==> src/rtl/button_conditioner.sv <==
// Per-channel push-button front-end: synchroniser, debounce FSM and registered
// press/release/long-press strobes with a clean debounced level.
module button_conditioner #(
    parameter int unsigned NUM_BTN           = 3,
    parameter int unsigned SYNC_STAGES       = 2,
    parameter int unsigned DEBOUNCE_CYCLES   = 120000,
    parameter int unsigned LONG_PRESS_CYCLES = 12000000
) (
    input  logic               CLK,
    input  logic               RST,
    input  logic [NUM_BTN-1:0] btn_raw,
    output logic [NUM_BTN-1:0] btn_level,
    output logic [NUM_BTN-1:0] btn_press,
    output logic [NUM_BTN-1:0] btn_release,
    output logic [NUM_BTN-1:0] btn_long
);

    localparam int unsigned CNT_W  = $clog2(DEBOUNCE_CYCLES + 1);
    localparam int unsigned HOLD_W = $clog2(LONG_PRESS_CYCLES + 1);

    localparam logic [CNT_W-1:0]  DB_LAST   = CNT_W'(DEBOUNCE_CYCLES - 1);
    localparam logic [HOLD_W-1:0] HOLD_MAX  = HOLD_W'(LONG_PRESS_CYCLES);
    localparam logic [HOLD_W-1:0] HOLD_LAST = HOLD_W'(LONG_PRESS_CYCLES - 1);

    typedef enum logic [1:0] {
        StIdle,
        StDbPress,
        StPressed,
        StDbRelease
    } state_e;

    logic [SYNC_STAGES-1:0] sync_q [NUM_BTN];
    logic [NUM_BTN-1:0]     s;

    state_e             state_q [NUM_BTN];
    state_e             state_d [NUM_BTN];
    logic [CNT_W-1:0]   cnt_q   [NUM_BTN];
    logic [CNT_W-1:0]   cnt_d   [NUM_BTN];
    logic [HOLD_W-1:0]  hold_q  [NUM_BTN];
    logic [HOLD_W-1:0]  hold_d  [NUM_BTN];

    logic [NUM_BTN-1:0] level_d;
    logic [NUM_BTN-1:0] press_d;
    logic [NUM_BTN-1:0] release_d;
    logic [NUM_BTN-1:0] long_d;

    always_comb begin
        for (int i = 0; i < NUM_BTN; i++) begin
            s[i] = sync_q[i][SYNC_STAGES-1];
        end
    end

    always_comb begin
        for (int i = 0; i < NUM_BTN; i++) begin
            state_d[i]   = state_q[i];
            cnt_d[i]     = cnt_q[i];
            hold_d[i]    = hold_q[i];
            level_d[i]   = btn_level[i];
            press_d[i]   = 1'b0;
            release_d[i] = 1'b0;
            long_d[i]    = 1'b0;

            // Hold keeps running through a release glitch so long-press timing is unaffected.
            if ((state_q[i] == StPressed || state_q[i] == StDbRelease) &&
                hold_q[i] < HOLD_MAX) begin
                hold_d[i] = hold_q[i] + HOLD_W'(1);
                long_d[i] = (hold_q[i] == HOLD_LAST);
            end

            unique case (state_q[i])
                StIdle: begin
                    if (s[i]) begin
                        state_d[i] = StDbPress;
                        cnt_d[i]   = CNT_W'(1);
                    end
                end
                StDbPress: begin
                    if (!s[i]) begin
                        state_d[i] = StIdle;
                        cnt_d[i]   = '0;
                    end else if (cnt_q[i] == DB_LAST) begin
                        state_d[i]  = StPressed;
                        cnt_d[i]    = '0;
                        hold_d[i]   = '0;
                        press_d[i]  = 1'b1;
                        level_d[i]  = 1'b1;
                    end else begin
                        cnt_d[i] = cnt_q[i] + CNT_W'(1);
                    end
                end
                StPressed: begin
                    if (!s[i]) begin
                        state_d[i] = StDbRelease;
                        cnt_d[i]   = CNT_W'(1);
                    end
                end
                StDbRelease: begin
                    if (s[i]) begin
                        state_d[i] = StPressed;
                        cnt_d[i]   = '0;
                    end else if (cnt_q[i] == DB_LAST) begin
                        state_d[i]   = StIdle;
                        cnt_d[i]     = '0;
                        release_d[i] = 1'b1;
                        level_d[i]   = 1'b0;
                    end else begin
                        cnt_d[i] = cnt_q[i] + CNT_W'(1);
                    end
                end
            endcase
        end
    end

    always_ff @(posedge CLK or posedge RST) begin
        if (RST) begin
            for (int i = 0; i < NUM_BTN; i++) begin
                sync_q[i]  <= '0;
                state_q[i] <= StIdle;
                cnt_q[i]   <= '0;
                hold_q[i]  <= '0;
            end
            btn_level   <= '0;
            btn_press   <= '0;
            btn_release <= '0;
            btn_long    <= '0;
        end else begin
            for (int i = 0; i < NUM_BTN; i++) begin
                sync_q[i]  <= {sync_q[i][SYNC_STAGES-2:0], btn_raw[i]};
                state_q[i] <= state_d[i];
                cnt_q[i]   <= cnt_d[i];
                hold_q[i]  <= hold_d[i];
            end
            btn_level   <= level_d;
            btn_press   <= press_d;
            btn_release <= release_d;
            btn_long    <= long_d;
        end
    end

endmodule

==> config.mk <==
export PLATFORM = sky130hd
export DESIGN_NAME = button_conditioner
export DESIGN_NICKNAME = d
export VERILOG_FILES = /design/src/rtl/button_conditioner.sv
export SDC_FILE = /design/constraint.sdc
export NUM_CORES = 1
export LEC_CHECK = 0
export CORE_MARGIN = 2
export CORE_UTILIZATION = 50
export CTS_BUF_LIST = sky130_fd_sc_hd__clkbuf_8 sky130_fd_sc_hd__clkbuf_16
export DETAILED_ROUTE_END_ITERATION = 12
export PLACE_DENSITY = 0.78
export SKIP_LAST_GASP = 1
export SLEW_MARGIN = 20
export SYNTH_ARGS = -nofsm -noshare
export SYNTH_HDL_FRONTEND = slang
export SYNTH_SLANG_ARGS = --single-unit
==> constraint.sdc <==
create_clock -name CLK -period 7.6 [get_ports CLK]
set_clock_uncertainty 0.2 [all_clocks]
set_input_delay 0.76 -clock CLK [delete_from_list [all_inputs] [get_ports CLK]]
set_output_delay 0.76 -clock CLK [all_outputs]
set_load 0.01 [all_outputs]
==> key figures <==
CTS
  – CTS tree: yes
  – Post-CTS Setup Bufs: 0
  – Clock latency on the worst-skew pair: 0.43 ns
  – Hold_buf cts: 0
  – Worst-path clk slew: 0.06 ns
  – H-tree depth: 4
  – Clock tree buffer depth: 2
  – Clk root buf: clkbuf_16
  – CTS Buf Count: 17
  – CTS sink count: around 150
  – Post-CTS Resized: 0

STA
  – Endpoints failing setup: 0
  – Slew Limit Fails: 0
  – Fin crit share: 35.55%
  – RSZ-0062 raised after global routing: false
  – Final-report hold violation count: 0
  – WHS: between 0.1 and 0.15 ns
  – Max-slew headroom: between 20 and 30%
  – Fmax: approximately 0.37 GHz
  – Worst-Margin Slew: 1.049 ns
  – Fin crit period: about 2.7 ns
  – Setup_tns: 0 ns

Yosys
  – Unique masters post-synth: 68
  – Syn avg cell area: between 9 and 10 um^2
  – Async SR Flop Fraction: 100.0%
  – Post-synth top area share: ~48%
  – Post-synth design cell area: slightly below 0.008 mm^2
  – Post-Synth XOR/XNOR Area: approximately 2.5%
  – Syn Nets: ~820
  – Count leader, synth: dfrtp_1
  – Mux share of post-synthesis cell area: approximately 2.9%
  – Primary FF master, synth: dfrtp_1
  – Largest area contributor in the netlist: dfrtp_1
  – Main combinational cell family by area after synthesis: simple AND/OR/NAND/NOR gates
  – Post-synthesis compound-gate area fraction: between 10% and 20%
  – Post-synthesis cell count: between 800 and 900
  – Synthesized flop and latch total: between 100 and 150
  – Ys Warns: 0
  – Synth Area in Simple Gates: 25.40%
  – Synth Area in Adders: less than 1%
  – Post-synth EDFFs: 0
  – Synth cell count leaders: dfrtp_1, nand2_1, a21oi_1, nand3_1, o21ai_0
  – Top cells by area, synth: dfrtp_1, a21oi_1, nand2_1
  – Sequential area share after synthesis: between 40% and 50%

Cells and area
  – Share of cells above drive strength 1: 6.579%
  – N_diodes: 0
  – # nets final: between 800 and 900
  – Area occupied by multi-input gates: roughly 0.0038 mm^2
  – Fillers: about 1300
  – Register area: approximately 0.0037 mm^2
  – Non-filler cells, final: 1024
  – Synth-to-Final Area Change: 11.82%
  – Final Core Density: between 50% and 60%

Detailed routing
  – Vias per cell: roughly 6.1
  – WL per Instance: approximately 15 um
  – First-pass detailed-route iteration total: 5
  – Antenna viol nets, final: 0
  – Iter 0 DRT Violations: roughly 540
  – Vias: 6247
  – DRC Markers: 0
  – Overall routed net length: 15600 um

Place
  – Dpl cells: roughly 990
  – Routability Congestion: around 0.8
  – PortBufs: 16
  – Detailed Place HPWL: 10120 um

Worst setup path
  – Worst path cell trace: ha_1, nand3_1, nor4_4, nand3_2, nor3b_2, a21oi_1
  – RR Startpoint: cnt_q[0]
  – Slowest stage delay, CP: slightly above 0.8 ns
  – Crit path from: cnt_q[0]
  – Slowest CP cell: nor3b_2
  – Setup CP Type: reg2reg
  – CP Max Fanout: 15
  – Crit. End Element: register
  – CP arrival: between 2 and 3 ns
  – Startpoint Class: register
  – Worst Path Required: around 7.7 ns

Die
  – Die W: 128.2 um
  – Die height: about 130 um
  – Rows: 45
  – Ports: 17
  – Core area: 0.01515 mm^2
  – Die area: between 0.015 and 0.02 mm^2
  – Starting Density: between 50% and 60%

Run status
  – Status: finished, final reports clean

Worst hold path
  – HP Class: reg2reg
  – Hold Crit Start: sync_q[2]

Pwr
  – PwrDens: between 200 and 250 mW/mm^2
  – Leak Pwr: about 0.0036 uW
  – VDD IR max: about 0.16 mV

Global route
  – Pin count of the biggest net entering global routing: just over 80
  – First-pass GRT wire length: ~27000 um
  – Grt total ovfl: 0
  – Initial antenna violation count: 0
  – GRT Util Overall: between 20% and 30%
  – Number of global-route vias before repair: approximately 5800

Run
  – Maxcap violations: 0
metal layers:
metal | global-route usage, % | routed length, um | vias to the layer above
li1 | - | - | 3073
met1 | 29.06 | 7657 | 3032
met2 | 30.73 | 7181 | 123
met3 | 4.382 | 535 | 19
met4 | 7.951 | 225 | 0
met5 | 0 | 0 | -
layout by cell type (no fill, tap or decap), types with 9 or more instances in the layout:
cell	Yosys	layout
xnor2_1	13	13
a21oi_1	66	66
a22o_1	11	11
or3_1	25	25
o31ai_1	12	12
or4_1	14	14
nand2_1	88	88
clkbuf_16	0	17
and4_1	10	10
nand2b_1	16	16
nor2_1	39	39
xor2_1	9	9
nand4_1	26	26
mux2i_1	21	21
dfrtp_1	147	147
o21ai_0	40	39
a31oi_1	34	34
nand3_1	44	44
clkdlybuf4s50_1	0	16
nor3_1	17	17
inv_1	22	23
and3_1	22	22
power by group:
part,internal [uW],leakage [uW],switching [uW]
clock network,546,0.000311,322
logic,23.2,0.00131,42.1
registers,802,0.00202,25.0
path summary, 6_finish.rpt:
| kind | to | slack (ns) | cells past startpoint |
|---|---|---|---|
| setup / recovery | hold_q[19] | 4.90 | 6 |
| hold / removal | s[1] | 0.15 | 0 |
| setup reg to reg | hold_q[19] | 4.90 | 6 |
| hold reg to reg | s[1] | 0.15 | 0 |
| max in group asynchronous | hold_q[66] | 5.16 | 3 |
| min in group asynchronous | hold_q[0] | 0.59 | 2 |
metrics by stage:
| stage | area (um^2) | setup WS, ns | power, uW |
|---|---|---|---|
| 2_1_floorplan | 7715 | 2.689 | 885.9 |
| 3_3_place_gp | 7998 | 4.613 | 903.1 |
| 3_5_place_dp | 7998 | 4.622 | 906.0 |
| 4_1_cts | 8612 | 4.877 | 1773 |
| 5_1_grt | 8627 | 4.576 | 1820 |
| 6_report | 8627 | 4.898 | 1761 |
worst max-delay path, delay by kind of cell (launching register included):
kind	cells	cell delay, ns
flip-flops	1	0.39
AO/OA/AOI/OAI	1	0.10
adder cells (fa/ha/maj)	1	0.20
AND/OR/NAND/NOR	4	1.65
registers in the layout (all words and copies together) (netlist names), named ones only:
signal and flops:
btn_level 3, btn_long 3, btn_press 3, btn_release 3, cnt_q 51, hold_q 72, s 3, state_q 3
sync_q 3
logic make-up (layout without fill, tap and decap cells):
| kind of cell | count (synthesis) | count (layout) |
|---|---|---|
| AOI/OAI and AO/OA | 218 | 218 |
| muxes | 22 | 22 |
| DFF | 147 | 147 |
| adders and majority gates | 6 | 6 |
| buffers and inverters | 50 | 73 |
| and+or+nand+nor | 348 | 348 |
| xor gates and xnor gates | 22 | 22 |
cell type report:
type / count / area share (%)
clock buffer: 21 / 5.569
clock inverter: 11 / 1.552
inverter: 22 / 1.015
multi-input combinational: 616 / 44.38
sequential: 147 / 42.64
tap: 188 / 2.727
timing repair buffer: 19 / 2.117
Power figures use the tool's default switching activity.
